<file path="src/rtl/rv_operand_fetch.sv">
// rv_operand_fetch
//   RV32I decode / operand-fetch stage sitting between instruction fetch and
//   execute. Decodes the opcode class, drives the register file read ports,
//   forwards the same-cycle writeback, tracks outstanding destinations in a
//   busy scoreboard for RAW/WAW stalls, builds the immediate and presents a
//   registered ID/EX entry.
//
// Ports
//   iClk, nRst              clock (rising edge), async active-low reset
//   iValid / oReady         upstream handshake, iInstr / iPC payload
//   oAddrA / oAddrB         register file read addresses (combinational)
//   iRegA / iRegB           register file read data
//   iWbWrite/iWbAddr/iWbData writeback port (also clears scoreboard)
//   iFlush                  kill ID/EX entry and refuse input this cycle
//   oValid / iReady         downstream handshake
//   oPC, oInstr, oOpA, oOpB, oImm, oRd, oRdWrite, oIllegal  ID/EX entry
module rv_operand_fetch #(
  parameter int unsigned XLEN      = 32,
  parameter bit          BYPASS_EN = 1'b1
) (
  input  logic            iClk,
  input  logic            nRst,
  input  logic            iValid,
  output logic            oReady,
  input  logic [31:0]     iInstr,
  input  logic [XLEN-1:0] iPC,
  output logic [4:0]      oAddrA,
  output logic [4:0]      oAddrB,
  input  logic [XLEN-1:0] iRegA,
  input  logic [XLEN-1:0] iRegB,
  input  logic            iWbWrite,
  input  logic [4:0]      iWbAddr,
  input  logic [XLEN-1:0] iWbData,
  input  logic            iFlush,
  output logic            oValid,
  input  logic            iReady,
  output logic [XLEN-1:0] oPC,
  output logic [31:0]     oInstr,
  output logic [XLEN-1:0] oOpA,
  output logic [XLEN-1:0] oOpB,
  output logic [XLEN-1:0] oImm,
  output logic [4:0]      oRd,
  output logic            oRdWrite,
  output logic            oIllegal
);

  localparam logic [6:0] OP_R      = 7'b0110011;
  localparam logic [6:0] OP_IMM    = 7'b0010011;
  localparam logic [6:0] OP_LOAD   = 7'b0000011;
  localparam logic [6:0] OP_JALR   = 7'b1100111;
  localparam logic [6:0] OP_STORE  = 7'b0100011;
  localparam logic [6:0] OP_BRANCH = 7'b1100011;
  localparam logic [6:0] OP_LUI    = 7'b0110111;
  localparam logic [6:0] OP_AUIPC  = 7'b0010111;
  localparam logic [6:0] OP_JAL    = 7'b1101111;

  // ---------------------------------------------------------------------------
  // Field extraction
  // ---------------------------------------------------------------------------
  logic [6:0] opcode;
  logic [4:0] rs1;
  logic [4:0] rs2;
  logic [4:0] rd;

  assign opcode = iInstr[6:0];
  assign rs1    = iInstr[19:15];
  assign rs2    = iInstr[24:20];
  assign rd     = iInstr[11:7];

  assign oAddrA = rs1;
  assign oAddrB = rs2;

  // ---------------------------------------------------------------------------
  // Immediate formats
  // ---------------------------------------------------------------------------
  logic [XLEN-1:0] imm_i;
  logic [XLEN-1:0] imm_s;
  logic [XLEN-1:0] imm_b;
  logic [XLEN-1:0] imm_u;
  logic [XLEN-1:0] imm_j;

  assign imm_i = {{20{iInstr[31]}}, iInstr[31:20]};
  assign imm_s = {{20{iInstr[31]}}, iInstr[31:25], iInstr[11:7]};
  assign imm_b = {{19{iInstr[31]}}, iInstr[31], iInstr[7], iInstr[30:25],
                  iInstr[11:8], 1'b0};
  assign imm_u = {iInstr[31:12], 12'h000};
  assign imm_j = {{11{iInstr[31]}}, iInstr[31], iInstr[19:12], iInstr[20],
                  iInstr[30:21], 1'b0};

  // ---------------------------------------------------------------------------
  // Opcode class decode
  // ---------------------------------------------------------------------------
  logic            use_rs1;
  logic            use_rs2;
  logic            has_rd;
  logic            illegal;
  logic [XLEN-1:0] imm;

  always_comb begin
    use_rs1 = 1'b0;
    use_rs2 = 1'b0;
    has_rd  = 1'b0;
    illegal = 1'b0;
    imm     = '0;
    case (opcode)
      OP_R: begin
        use_rs1 = 1'b1;
        use_rs2 = 1'b1;
        has_rd  = 1'b1;
      end
      OP_IMM, OP_LOAD, OP_JALR: begin
        use_rs1 = 1'b1;
        has_rd  = 1'b1;
        imm     = imm_i;
      end
      OP_STORE: begin
        use_rs1 = 1'b1;
        use_rs2 = 1'b1;
        imm     = imm_s;
      end
      OP_BRANCH: begin
        use_rs1 = 1'b1;
        use_rs2 = 1'b1;
        imm     = imm_b;
      end
      OP_LUI, OP_AUIPC: begin
        has_rd = 1'b1;
        imm    = imm_u;
      end
      OP_JAL: begin
        has_rd = 1'b1;
        imm    = imm_j;
      end
      default: illegal = 1'b1;
    endcase
  end

  // x0 is never a real dependency nor a real destination.
  logic src_a_live;
  logic src_b_live;
  logic rd_write;

  assign src_a_live = use_rs1 && (rs1 != 5'd0);
  assign src_b_live = use_rs2 && (rs2 != 5'd0);
  assign rd_write   = has_rd && (rd != 5'd0);

  // ---------------------------------------------------------------------------
  // Scoreboard lookup, bypass and hazard
  // ---------------------------------------------------------------------------
  logic [31:0] busy_q;
  logic [31:0] busy_d;

  logic wb_clr;
  logic byp_a;
  logic byp_b;
  logic stall_a;
  logic stall_b;
  logic waw;
  logic hazard;
  logic ready;
  logic load;

  assign wb_clr = iWbWrite && (iWbAddr != 5'd0);

  assign byp_a = BYPASS_EN && iWbWrite && (iWbAddr == rs1);
  assign byp_b = BYPASS_EN && iWbWrite && (iWbAddr == rs2);

  assign stall_a = src_a_live && busy_q[rs1] && !byp_a;
  assign stall_b = src_b_live && busy_q[rs2] && !byp_b;

  // A writeback landing on rd this cycle retires the older writer, so the
  // new one may claim the register without waiting.
  assign waw = rd_write && busy_q[rd] && !(iWbWrite && (iWbAddr == rd));

  assign hazard = iValid && (stall_a || stall_b || waw);
  assign ready  = !iFlush && !hazard && (!oValid || iReady);
  assign load   = iValid && ready;
  assign oReady = ready;

  logic [XLEN-1:0] op_a;
  logic [XLEN-1:0] op_b;

  assign op_a = !src_a_live ? '0 : (byp_a ? iWbData : iRegA);
  assign op_b = !src_b_live ? '0 : (byp_b ? iWbData : iRegB);

  // ---------------------------------------------------------------------------
  // ID/EX entry
  // ---------------------------------------------------------------------------
  logic            valid_q, valid_d;
  logic [XLEN-1:0] pc_q, pc_d;
  logic [31:0]     instr_q, instr_d;
  logic [XLEN-1:0] opa_q, opa_d;
  logic [XLEN-1:0] opb_q, opb_d;
  logic [XLEN-1:0] imm_q, imm_d;
  logic [4:0]      rd_q, rd_d;
  logic            rdw_q, rdw_d;
  logic            ill_q, ill_d;

  always_comb begin
    valid_d = valid_q;
    pc_d    = pc_q;
    instr_d = instr_q;
    opa_d   = opa_q;
    opb_d   = opb_q;
    imm_d   = imm_q;
    rd_d    = rd_q;
    rdw_d   = rdw_q;
    ill_d   = ill_q;
    if (iFlush) begin
      valid_d = 1'b0;
    end else if (load) begin
      valid_d = 1'b1;
      pc_d    = iPC;
      instr_d = iInstr;
      opa_d   = op_a;
      opb_d   = op_b;
      imm_d   = imm;
      rd_d    = has_rd ? rd : 5'd0;
      rdw_d   = rd_write;
      ill_d   = illegal;
    end else if (iReady) begin
      valid_d = 1'b0;
    end
  end

  // A flushed entry never reaches writeback, so its claim on rd is dropped.
  logic kill_rd;
  assign kill_rd = iFlush && valid_q && rdw_q;

  // Ordering gives the required priorities: load-set beats writeback-clear,
  // flush-clear beats everything.
  always_comb begin
    busy_d = busy_q;
    if (wb_clr) begin
      busy_d[iWbAddr] = 1'b0;
    end
    if (load && rd_write) begin
      busy_d[rd] = 1'b1;
    end
    if (kill_rd) begin
      busy_d[rd_q] = 1'b0;
    end
    busy_d[0] = 1'b0;
  end

  always_ff @(posedge iClk or negedge nRst) begin
    if (!nRst) begin
      valid_q <= 1'b0;
      pc_q    <= '0;
      instr_q <= '0;
      opa_q   <= '0;
      opb_q   <= '0;
      imm_q   <= '0;
      rd_q    <= '0;
      rdw_q   <= 1'b0;
      ill_q   <= 1'b0;
      busy_q  <= '0;
    end else begin
      valid_q <= valid_d;
      pc_q    <= pc_d;
      instr_q <= instr_d;
      opa_q   <= opa_d;
      opb_q   <= opb_d;
      imm_q   <= imm_d;
      rd_q    <= rd_d;
      rdw_q   <= rdw_d;
      ill_q   <= ill_d;
      busy_q  <= busy_d;
    end
  end

  assign oValid   = valid_q;
  assign oPC      = pc_q;
  assign oInstr   = instr_q;
  assign oOpA     = opa_q;
  assign oOpB     = opb_q;
  assign oImm     = imm_q;
  assign oRd      = rd_q;
  assign oRdWrite = rdw_q;
  assign oIllegal = ill_q;

endmodule

</file>
<file path="config.mk">
export PLATFORM = sky130hd
export DESIGN_NAME = rv_operand_fetch
export DESIGN_NICKNAME = d
export VERILOG_FILES = /design/src/rtl/rv_operand_fetch.sv
export SDC_FILE = /design/constraint.sdc
export NUM_CORES = 1
export LEC_CHECK = 0
export BUFFER_PORTS_ARGS = -buffer_cell sky130_fd_sc_hd__buf_2
export CAP_MARGIN = 15
export CORE_MARGIN = 2
export CORE_UTILIZATION = 56
export CTS_CLUSTER_DIAMETER = 40
export DETAILED_ROUTE_END_ITERATION = 12
export PLACE_DENSITY = 0.95
export SYNTH_ARGS = -nofsm -noshare
export SYNTH_HDL_FRONTEND = slang
export SYNTH_SLANG_ARGS = --single-unit
</file>
<file path="constraint.sdc">
create_clock -name iClk -period 6.35 [get_ports iClk]
set_input_delay 0.635 -clock iClk [delete_from_list [all_inputs] [get_ports iClk]]
set_output_delay 0.635 -clock iClk [all_outputs]
set_load 0.02 [all_outputs]
</file>
==> Yosys cells after proc, flatten, opt, wreduce, memory -nomap -nowiden <==
Cells that the tools add are included.
{ "totals": {"regBits": 199, "input_bits": 171, "out_inout_bits": 179, "word_cells": 108} }
{ "classes": {"order_cmp": 8, "eq_ne": 12, "muxes": 28, "n_bitwise": 6, "n_reduce_logical": 44} }
{ "op_table": {"columns": ["operator", "n"], "rows": [
  ["$mux 32", 7],
  ["$pmux 32 s5", 1],
  ["$and 32x32->32", 2],
  ["$not 32->32", 2],
  ["$or 32x32->32", 1],
  ["$lt 5x6->1 const B", 5],
  ["$logic_and 1x1->1", 23],
  ["$eq 7x6->1 const B", 3],
  ["$eq 7x7->1 const B", 3],
  ["$reduce_bool 5->1", 4],
  ["$bmux 1 s5", 3],
  ["$demux 1 s5", 3],
  ["$eq 5x5->1", 3],
  ["$ge 5x1->1 const B", 3],
  ["$eq 7x5->1 const B", 2],
  ["$mux 1", 13],
  ["$reduce_or 9->1", 1],
  ["$eq 7x2->1 const B", 1],
  ["$reduce_or 7->1", 1],
  ["$logic_not 1->1", 6],
  ["$reduce_or 3->1", 2],
  ["$reduce_or 6->1", 1],
  ["$mux 5", 1],
  ["$logic_or 1x1->1", 3],
  ["other kinds (4)", 4]
]} }

==> Logic depth before layout (Yosys ltp) <==
Gate-level depths: netlist of run 1.
{ "depth": {"word_depth": 17, "depth_mapped": 12} }

==> Worst setup path before layout of run 1 <==
No wires, ideal clock.
{ "synth_timing": {"path_kind": "input port to output port", "start": "in iInstr[20]", "end": "out oReady", "arrival_ns": 2.600, "required_ns": 5.715, "setup_slack_ns": 3.115, "cell_stages": 8, "cell_sequence": "buf_2 > mux4_2 > mux2_2 > a22oi_1 > nor4b_1 > a21oi_2 > nand2_1 > a21boi_0"} }
{ "synth_via": {"elab_chain_cells": 10} }
{ "synth_lines": {"columns": ["element", "line_no", "source"], "rows": [
  ["from (decl)", "25", "input logic [31:0] iInstr,"],
  ["$bmux 1 s5, or another cell as far along", "169", "assign stall_b = src_b_live && busy_q[rs2] && !byp_b;"],
  ["$mux 1 (not written as such), or another cell as far along", "169", null],
  ["$logic_and 1x1->1 or $logic_not 1->1 (tied branches)", "169", null],
  ["$logic_and 1x1->1 (*)", "169", null],
  ["$logic_or 1x1->1 (*) (2 in series)", "175", "assign hazard = iValid && (stall_a || stall_b || waw);"],
  ["$logic_and 1x1->1 (*)", "175", null],
  ["$logic_not 1->1 (*)", "176", "assign ready = !iFlush && !hazard && (!oValid || iReady);"],
  ["$logic_and 1x1->1 (*) (2 in series)", "176", null],
  ["to (decl)", "24", "output logic oReady,"]
]} }
Mark *: on every way between the ends. The rest lies on a longest branch, timed or not. The select of a mux whose other input is x is not followed.

==> Worst setup path in the final report of run 1 <==
Ends and elaborated chain as after synthesis.

==> results of run 1 <==
state kept, by name, summed over array words and instances (netlist names):
signal / flops
oRd: 5
busy_q: 31
oInstr: 32
oOpB: 32
oOpA: 32
oValid: 1
oRdWrite: 1
oImm: 32
oIllegal: 1
oPC: 32
worst max-delay path: stages:
cell,delay (ns)
buf_2,0.37
xor2_1,0.12
nor4_1,0.26
and3_2,0.41
buf_4,0.47
nor3_1,0.13
a21oi_2,0.32
nand2_1,0.11
a21boi_0,0.23
buf_2,0.20
metrics by stage:
stage | cell area [um2] | hold WS, ns
2_1_floorplan | 11100 | 0.339
3_3_place_gp | 12800 | 0.486
3_5_place_dp | 12800 | 0.489
4_1_cts | 13300 | 0.217
5_1_grt | 13300 | 0.245
6_report | 13300 | 0.205
placed cells by master (no fill, tap or decap), drive strengths merged, types with 16 or more instances in the layout:
cell and count:
mux2 139, nand2 110, o21ai 56, nor2 56, buf 357, dfrtp 199, clkbuf 19, o21a 18
inv 43, nand3 17, mux2i 77, mux4 16, a21oi 85
final cells by class:
class / count / area (um2)
Sequential cell: 199 / 4980
Clock inverter: 13 / 138
Inverter: 36 / 135
Timing Repair Buffer: 358 / 1850
Antenna cell: 1 / 2.50
Fill cell: 1350 / 6140
Multi-Input combinational cell: 685 / 5460
Clock buffer: 18 / 429
Tap cell: 265 / 332
power by group through the flow:
stage          Combinational (mW)  Clock, mW  Sequential [mW]
5_1_grt                     0.703       1.12             1.43
3_5_place_dp                0.655          0             1.45
4_1_cts                     0.658       1.06             1.42
2_1_floorplan               0.293          0             1.56
6_report                    0.662       1.06             1.42
3_3_place_gp                0.637          0             1.44
cells by family (layout without fill, tap and decap cells):
logic type             Yosys count  after routing  share of synthesized area, %
AO/OA/AOI/OAI                  194            194                          10.6
other                            0              1                             0
AND/OR/NAND/NOR                244            244                          10.2
buffers and inverters          116            425                          5.81
XOR/XNOR                        15             15                          1.19
multiplexers                   232            232                          27.3
flip-flops                     199            199                          44.9
synthesized netlist by cell type (4+ instances only):
| cell type | number | area, um2 |
|---|---|---|
| nand3b_1 | 6 | 45.0 |
| and3_1 | 7 | 43.8 |
| nor2_1 | 56 | 210 |
| or3_1 | 4 | 25.0 |
| mux2_4 | 88 | 1320 |
| nor3_1 | 7 | 35.0 |
| buf_4 | 12 | 90.1 |
| mux2_2 | 51 | 574 |
| a22o_1 | 4 | 35.0 |
| a21oi_1 | 84 | 420 |
| nand3_1 | 17 | 85.1 |
| xnor2_1 | 7 | 61.3 |
| xor2_1 | 8 | 70.1 |
| nand2_1 | 110 | 413 |
| o21ai_0 | 56 | 280 |
| dfrtp_1 | 199 | 4980 |
| inv_1 | 36 | 135 |
| nor2b_1 | 6 | 37.5 |
| buf_2 | 17 | 85.1 |
| mux2i_1 | 77 | 771 |
| o22ai_1 | 4 | 25.0 |
| mux4_2 | 15 | 338 |
| o21a_1 | 18 | 135 |
| nand4_1 | 7 | 43.8 |
| buf_6 | 4 | 45.0 |
| clkbuf_1 | 35 | 131 |
| buf_8 | 10 | 150 |
worst min-delay path by stage:
stage                       to      from  cells after the start
finish                oOpA[15]      nRst                      1
global route          oOpA[15]      nRst                      1
CTS                   oOpA[15]      nRst                      1
floorplan           busy_q[10]      nRst                      0
global placement      oOpB[12]  oOpB[12]                      1
detailed placement      oPC[5]    oPC[5]                      1
routing by layer:
| metal | share of wire, % | vias up | routed length [um] | global-route usage, % |
|---|---|---|---|---|
| li1 | - | 4113 | - | - |
| met1 | 39 | 4551 | 13000 | 40.3 |
| met2 | 48 | 638 | 16000 | 49.6 |
| met3 | 9.4 | 137 | 3160 | 7.70 |
| met4 | 4.1 | 0 | 1380 | 14.6 |
| met5 | 0 | - | 0 | 0 |
==> results.json, run 1 <==
{
  "vdd.ir_drop.worst_v": 0.000214,
  "yosysSeqAreaShare_pct": 44.9,
  "syn_area_um2": 11100,
  "number_of_max_cap_violations": 0,
  "gr-usage-all-layers_pct": 31.2,
  "synthesis.area_per_instance_um2": 11.1,
  "clock_tree.htree_level_count": 4,
  "placedCellCount": 1543,
  "min_path_type": "primary input to asynchronous set/reset pin",
  "finalClockSkew_ns": 0.0168,
  "drc_errors": 0,
  "endpoint_kind_of_the_worst_setup_timing_path": "output pin",
  "setup_viol": 0,
  "cts_tree": "done",
  "layout-area-overhead-vs-synth_pct": 20.2,
  "chipWidth_um": 145,
  "grt_max_degree": 104,
  "setup_ws_ns": 2.41,
  "start_util_pct": 57.0,
  "timing.critical_path.from": "iInstr[20]",
  "r2r_slack_ns": 2.96,
  "global_route_overflow": 0,
  "synth-edff-count": 0,
  "p_sw_share_pct": 30.9,
  "synthFlopType": "dfrtp_1",
  "row_count": 51,
  "cts_max_path_buffers": 2,
  "setup_tns_ns": 0,
  "post_cts.resized_instances": 0,
  "global_route_wire_length_before_repair_um": 50300,
  "port-buffer-count": 349,
  "crit_end": "oReady",
  "layout_worst_path_cycle_share_pct": 62.1,
  "critPathArrivalTime_ns": 3.31,
  "gpl.final_weighted_congestion": 0.995,
  "combinationalPowerShare_pct": 21.1,
  "total_power_mw": 3.14,
  "wire_per_inst_um": 21.3,
  "utilization_pct": 68.5,
  "coreArea_um2": 19500,
  "rsz0062_at_grt": "false",
  "instance_count_of_the_mapped_netlist": 1000,
  "synth_fp_nets": 1171,
  "die_h_um": 145,
  "drive_above_1_share_pct": 42.2,
  "cts_hold_buffers": 0,
  "clkPwrFrac_pct": 33.6,
  "clk_pin_slew_worst_paths_ns": 0.08,
  "cts_root_buf": "clkbuf_16",
  "firstDrtPassIters": 8,
  "hold_violations": 0,
  "drt-vias-per-instance": 5.99,
  "timing.rr.end": "oOpA[4]",
  "timing.critical_path.from_type": "primary input",
  "max_slew.worst_pin.slew_ns": 1.11,
  "worst_slew_margin_rel_pct": 26.1,
  "clock.fmax_mhz": 254,
  "detailedPlace.worstSlack_ns": 2.21,
  "clkLatencyLatePin_ns": 0.43,
  "routed_wirelength_um": 33600,
  "setup.worst_path.class": "primary input to output pin",
  "final_cells": 1575,
  "initial_antenna_violation_count": 0,
  "power.sequential.fraction_pct": 45.4,
  "drt_iter0_markers": 1028,
  "worst_r2r_startpoint": "busy_q[24]",
  "fin_nets": 1468,
  "drv_slew": 0,
  "internal_power_mw": 2.17,
  "vias": 9439,
  "crit_fanout": 26,
  "power.switching_mw": 0.972,
  "power.density_nw_per_um2": 236,
  "die-area_um2": 20900,
  "synth-async-reset-ratio_pct": 100,
  "number_of_global_route_vias_before_repair": 9192,
  "place_hpwl_um": 24100,
  "leakagePower_nw": 6.63,
  "worst-endpoint-required_ns": 5.71,
  "number_of_buffers_created_by_cts": 17,
  "clock_sinks": 199,
  "synth.distinct_cells": 61,
  "postRouteAntennaNets": 0,
  "synth.yosys.warnings": 0,
  "synth-seq-cells": 199,
  "io_pins": 350,
  "reg2reg_depth": 7,
  "cts.repair_timing.setup_buffer_count": 0,
  "final.min_clock_period_ns": 3.94,
  "run_status": "finished, final reports clean"
}
(Power assumes the default switching activity.)
==> run 2, diff against run 1 <==
--- a/config.mk
+++ b/config.mk
@@ -8,10 +8,10 @@
 export BUFFER_PORTS_ARGS = -buffer_cell sky130_fd_sc_hd__buf_2
 export CAP_MARGIN = 15
 export CORE_MARGIN = 2
-export CORE_UTILIZATION = 56
+export CORE_UTILIZATION = 52
 export CTS_CLUSTER_DIAMETER = 40
 export DETAILED_ROUTE_END_ITERATION = 12
-export PLACE_DENSITY = 0.95
+export PLACE_DENSITY = 0.9
 export SYNTH_ARGS = -nofsm -noshare
 export SYNTH_HDL_FRONTEND = slang
 export SYNTH_SLANG_ARGS = --single-unit
==> constraint.sdc (replaced) <==
create_clock -name iClk -period 3.93 [get_ports iClk]
set_input_delay 0.393 -clock iClk [delete_from_list [all_inputs] [get_ports iClk]]
set_output_delay 0.393 -clock iClk [all_outputs]
set_load 0.02 [all_outputs]
==> run 2 against run 1 <==
  * Non-clock buffer count increased by 6
  * Critical endpoint unchanged
  * Cell count is 1.1% higher
  * Sequential share of layout area is 0.33 points lower
  * Via count grew 0.78%
  * Utilization is 4.3 points lower
  * Critical path depth decreased by 3
==> results.json, run 2 (synthesis gave the netlist of run 1 again) <==
{
  "number_of_global_route_vias_before_repair": 9285,
  "firstDrtPassIters": 6,
  "run_status": "finished, final reports clean",
  "port-buffer-count": 349,
  "worst_slew_margin_rel_pct": 22.4,
  "utilization_pct": 64.2,
  "rsz0062_at_grt": "false",
  "commonest_non_fill_non_tap_cell_in_the_layout": "buf_2",
  "clock.fmax_mhz": 311,
  "critPathArrivalTime_ns": 2.82,
  "io_pins": 350,
  "number_of_max_cap_violations": 0,
  "grt_max_degree": 103,
  "number_of_buffers_created_by_cts": 17,
  "cts_tree": "done",
  "die-area_um2": 22500,
  "final.min_clock_period_ns": 3.21,
  "worst_r2r_startpoint": "busy_q[31]",
  "reg2reg_depth": 7,
  "drc_errors": 0,
  "finalClockSkew_ns": 0.00848,
  "clock_tree.htree_level_count": 4,
  "cts_root_buf": "clkbuf_16",
  "place_hpwl_um": 24500,
  "critical_path.max_stage_delay_ns": 0.47,
  "gpl.final_weighted_congestion": 0.971,
  "fin_nets": 1474,
  "vdd.ir_drop.worst_v": 0.000284,
  "post-route-cell-area_um2": 13400,
  "post_cts.resized_instances": 0,
  "setup.worst_path.class": "flip-flop to output pin",
  "cts.repair_timing.setup_buffer_count": 0,
  "max_slew.worst_pin.slew_ns": 1.16,
  "endpoint_kind_of_the_worst_setup_timing_path": "output pin",
  "drt-vias-per-instance": 5.98,
  "clkLatencyLatePin_ns": 0.43,
  "drv_slew": 0,
  "final_cell_mix": "buf_2 (348), dfrtp_1 (199), nand2_1 (110)",
  "clk_pin_slew_worst_paths_ns": 0.08,
  "cts_max_path_buffers": 2,
  "coreArea_um2": 21000,
  "worst-endpoint-required_ns": 3.54,
  "r2r_slack_ns": 0.80,
  "cts_hold_buffers": 0,
  "cp_cell_sequence": "mux4_2, mux2_2, a221o_1, a32oi_4, nand2_1, a21boi_0, buf_2",
  "timing.critical_path.from_type": "flip-flop",
  "wire_per_inst_um": 21.5,
  "hold_violations": 0,
  "vias": 9513,
  "start_util_pct": 52.9,
  "die_h_um": 150,
  "setup_viol": 0,
  "drt_iter0_markers": 923,
  "global_route_overflow": 0,
  "crit_fanout": 8,
  "detailedPlace.worstSlack_ns": 0.476,
  "gr-usage-all-layers_pct": 29.7,
  "holdWs_ns": 0.0694,
  "worst_path_max_delay_cell": "mux4_2",
  "power.density_nw_per_um2": 383,
  "postRouteAntennaNets": 0,
  "setup_tns_ns": 0,
  "post_dp_cell_area_um2": 12900,
  "routed_wirelength_um": 34300,
  "clock_sinks": 199,
  "leakagePower_nw": 6.68,
  "setup_ws_ns": 0.717,
  "row_count": 53,
  "min_path_type": "primary input to asynchronous set/reset pin",
  "timing.rr.end": "oOpA[9]",
  "chipWidth_um": 150,
  "global_route_wire_length_before_repair_um": 51800,
  "drive_above_1_share_pct": 42.6,
  "layout-area-overhead-vs-synth_pct": 21.3,
  "initial_antenna_violation_count": 1,
  "layout_worst_path_cycle_share_pct": 81.8
}
[run 2: changes by cell type in the layout (fill, tap and decap cells not counted)]
cell and change:
clkinvlp_4 +1, buf_4 +3, clkinv_2 +1, clkinv_4 -1, buf_12 +3, bufinv_16 +1, diode_2 +1, inv_6 -1
clkbuf_1 -1
[run 2: power breakdown]
part	switching, mW	internal [mW]
clock	0.860	0.905
sequential	0.102	2.20
combinational	0.620	0.463
[run 2: stage by stage]
stage | power [mW] | instances
after floorplan | 3.00 | 1000
after global placement | 3.37 | 1559
after detailed placement | 3.42 | 1559
after CTS | 5.17 | 1590
after global routing | 5.34 | 1591
final | 5.15 | 1592
[run 2: worst max-delay path, delay by kind of cell, from the launching register on]
family	cells	cell delay [ns]
AO/OA/AOI/OAI	3	0.87
multiplexers	2	0.74
flip-flops	1	0.43
buffers and inverters	1	0.19
AND/OR/NAND/NOR	1	0.17
[run 2: routing by layer]
| layer | global-route usage (%) | vias up | part of all wire, % |
|---|---|---|---|
| li1 | - | 4131 | - |
| met1 | 38.2 | 4603 | 38 |
| met2 | 48.3 | 644 | 49 |
| met3 | 6.71 | 135 | 9.6 |
| met4 | 13.0 | 0 | 3.8 |
| met5 | 0 | - | 0 |
[run 2: worst max path at each step]
stage                     startpoint  endpoint  slack, ns  cells past startpoint
after detailed placement  iInstr[17]   oOpA[2]       0.48                      8
after global routing      busy_q[28]    oReady       0.58                      7
final                     busy_q[31]    oReady       0.72                      7
after CTS                 busy_q[28]    oReady       0.71                      7
after floorplan           iWbAddr[0]   oImm[0]       1.07                     12
after global placement    iInstr[17]   oOpA[7]       0.53                      8
[run 2: final cells by class]
type,count,area (um2)
fill,1581,7510
clock inverter,14,163
timing repair buffer,364,1930
tap,275,344
inverter,36,135
antenna,2,5.00
sequential,199,4980
multi-input combinational,685,5460
clock buffer,17,425
==> run 3, diff against run 2 <==
--- a/config.mk
+++ b/config.mk
@@ -8,10 +8,10 @@
 export BUFFER_PORTS_ARGS = -buffer_cell sky130_fd_sc_hd__buf_2
 export CAP_MARGIN = 15
 export CORE_MARGIN = 2
-export CORE_UTILIZATION = 52
+export CORE_UTILIZATION = 47
 export CTS_CLUSTER_DIAMETER = 40
 export DETAILED_ROUTE_END_ITERATION = 12
-export PLACE_DENSITY = 0.9
+export PLACE_DENSITY = 0.86
 export SYNTH_ARGS = -nofsm -noshare
 export SYNTH_HDL_FRONTEND = slang
 export SYNTH_SLANG_ARGS = --single-unit
==> constraint.sdc (replaced) <==
create_clock -name iClk -period 2.7 [get_ports iClk]
set_input_delay 0.27 -clock iClk [delete_from_list [all_inputs] [get_ports iClk]]
set_output_delay 0.27 -clock iClk [all_outputs]
set_load 0.02 [all_outputs]
==> run 3 against run 2 <==
  * The run now ends with negative setup slack left
  * Combinational power grew 63%
  * Sequential power grew 45%
  * Die area grew 10%
  * Utilization shrank 0.72 points
  * Sequential cell count is the same
  * Global-route usage shrank 2.6 points
  * Design area grew 10%
  * Critical path type unchanged
  * Highest routed layer unchanged
==> results.json, run 3 (synthesis gave the netlist of run 1 again) <==
{
  "run_status": "finished with violations",
  "failed_checks": "negative setup slack",
  "cts_tree": "done",
  "gr-usage-met2_pct": 44.3,
  "clkLatencyLatePin_ns": 0.44,
  "die-area_um2": 24800,
  "setup.worst_path.class": "flip-flop to output pin",
  "total_power_mw": 7.66,
  "fin_nets": 1578,
  "number_of_global_route_vias_before_repair": 9763,
  "rsz0062_at_grt": "true",
  "placedCellCount": 1673,
  "grt_max_degree": 79,
  "layout_worst_path_cycle_share_pct": 108,
  "drt_iter0_markers": 910,
  "gpl.final_weighted_congestion": 0.934,
  "critical_path.max_stage_delay_ns": 0.48,
  "critPathArrivalTime_ns": 2.64,
  "r2r_slack_ns": -0.18,
  "drv_slew": 0,
  "number_of_max_cap_violations": 0,
  "clock.fmax_mhz": 344,
  "vdd.ir_drop.worst_v": 0.000305,
  "cp_cell_sequence": "mux4_2, mux2_4, a221o_1, a32oi_4, buf_6, nand2_2, a21boi_1, buf_4",
  "max_slew.worst_pin.slew_ns": 0.660,
  "port-buffer-count": 349,
  "finalClockSkew_ns": 0.0152,
  "timing.critical_path.from_type": "flip-flop",
  "layout-area-overhead-vs-synth_pct": 33.5,
  "final_cell_mix": "buf_2 (347), dfrtp_1 (199), mux2_4 (129)",
  "worst_r2r_startpoint": "busy_q[26]",
  "global_route_wire_length_before_repair_um": 52400,
  "drc_errors": 0,
  "regArea_um2": 4980,
  "clock_sinks": 199,
  "reg2reg_depth": 8,
  "globalRoute.busiestLayer": "met2",
  "clk_pin_slew_worst_paths_ns": 0.08,
  "crit_fanout": 2,
  "gr-usage-all-layers_pct": 27.1,
  "io_pins": 350,
  "wire_per_inst_um": 20.7,
  "endpoint_kind_of_the_worst_setup_timing_path": "output pin",
  "global_route_overflow": 0,
  "start_util_pct": 47.5,
  "post_dp_cell_area_um2": 13500,
  "leakagePower_nw": 7.39,
  "min_path_type": "primary input to flip-flop",
  "drt-vias-per-instance": 5.66,
  "postRouteAntennaNets": 0,
  "drive_above_1_share_pct": 47.1,
  "worst_slew_margin_rel_pct": 55.4,
  "post-route-cell-area_um2": 14800,
  "crit_end": "oReady",
  "clock_tree.htree_level_count": 4,
  "row_count": 56,
  "timing.rr.end": "oOpA[8]",
  "groute.layer.met3.usage_pct": 7.01,
  "cts_root_buf": "clkbuf_16",
  "worst-endpoint-required_ns": 2.43,
  "setup_ws_ns": -0.208,
  "power.density_nw_per_um2": 517,
  "hold_violations": 0,
  "firstDrtPassIters": 8,
  "number_of_buffers_created_by_cts": 17,
  "setup_viol": 168,
  "chipWidth_um": 158,
  "commonest_non_fill_non_tap_cell_in_the_layout": "buf_2",
  "cts_max_path_buffers": 2,
  "die_h_um": 158,
  "routed_wirelength_um": 36000,
  "worst_path_max_delay_cell": "mux4_2",
  "place_hpwl_um": 25300,
  "vias": 9849,
  "timing.critical_path.from": "busy_q[26]",
  "coreArea_um2": 23300,
  "initial_antenna_violation_count": 1,
  "detailedPlace.worstSlack_ns": -0.189,
  "multi_input_comb_area_um2": 5640,
  "fill_cell_count": 1757,
  "gr-usage-met1_pct": 34.2,
  "final_cells": 1740,
  "final.min_clock_period_ns": 2.91
}
-- run 3: cell count changes in the layout (fill, tap and decap cells not counted), moves of 3 or more --
cell       delta
buf_16        +3
mux2_2       -41
mux2_4       +41
buf_8         +3
inv_6         +4
buf_12        +9
buf_4        +71
clkbuf_16     +6
buf_6        +12
-- run 3: metal layers --
layer  vias to the layer above  routed length [um]
li1                       4335                   -
met1                      4810               14200
met2                       592               17600
met3                       112                3030
met4                         0                1250
met5                         -                   0
-- run 3: where the power goes --
group,leakage [nW],internal [mW],switching [mW]
clock,0.286,1.24,1.30
sequential,2.62,3.21,0.153
combinational,4.48,0.824,0.932
-- run 3: through the flow --
stage / setup TNS, ns / hold WS [ns] / utilization, %
3_3_place_gp: -12.37 / 0.346 / 58.0
4_1_cts: -15.74 / 0.0503 / 62.3
5_1_grt: -29.51 / 0.0457 / 63.4
2_1_floorplan: -5.98 / -0.0256 / -
6_report: -20.10 / 0.0612 / 63.4
3_5_place_dp: -16.43 / 0.346 / 58.0
-- run 3: worst min path at each step --
stage | slack (ns) | depth (start not counted) | endpoint | startpoint
2_1_floorplan | -0.03 | 0 | busy_q[10] | nRst
3_3_place_gp | 0.35 | 1 | oPC[30] | nRst
3_5_place_dp | 0.35 | 1 | oImm[0] | nRst
4_1_cts | 0.05 | 2 | oPC[31] | iPC[31]
5_1_grt | 0.05 | 2 | oPC[26] | iPC[26]
6_report | 0.06 | 2 | oPC[31] | iPC[31]
-- run 3: what timing repair did --
action	CTS	global route
gates resized for setup	57	22
hold buffers	1	0
setup buffers	13	14
cloned	4	6
hold endpoints to repair	75	0
setup endpoints to repair	148	175
pin swaps	3	4
-- run 3: critical path, delay by kind of cell (launching register included) --
family	cells	cell delay, ns
buffers and inverters	2	0.31
AO/OA/AOI/OAI	3	0.70
AND/OR/NAND/NOR	1	0.05
multiplexers	2	0.77
flip-flops	1	0.40
-- run 3: area by class of cell --
cell class / instances / share of cell area, %
Sequential cell: 199 / 33.6
Timing Repair Buffer: 468 / 20.7
Clock inverter: 14 / 1.04
Inverter: 36 / 0.913
Tap cell: 319 / 2.70
Antenna cell: 1 / 0.0169
Multi-Input combinational cell: 685 / 38.1
Clock buffer: 18 / 2.90
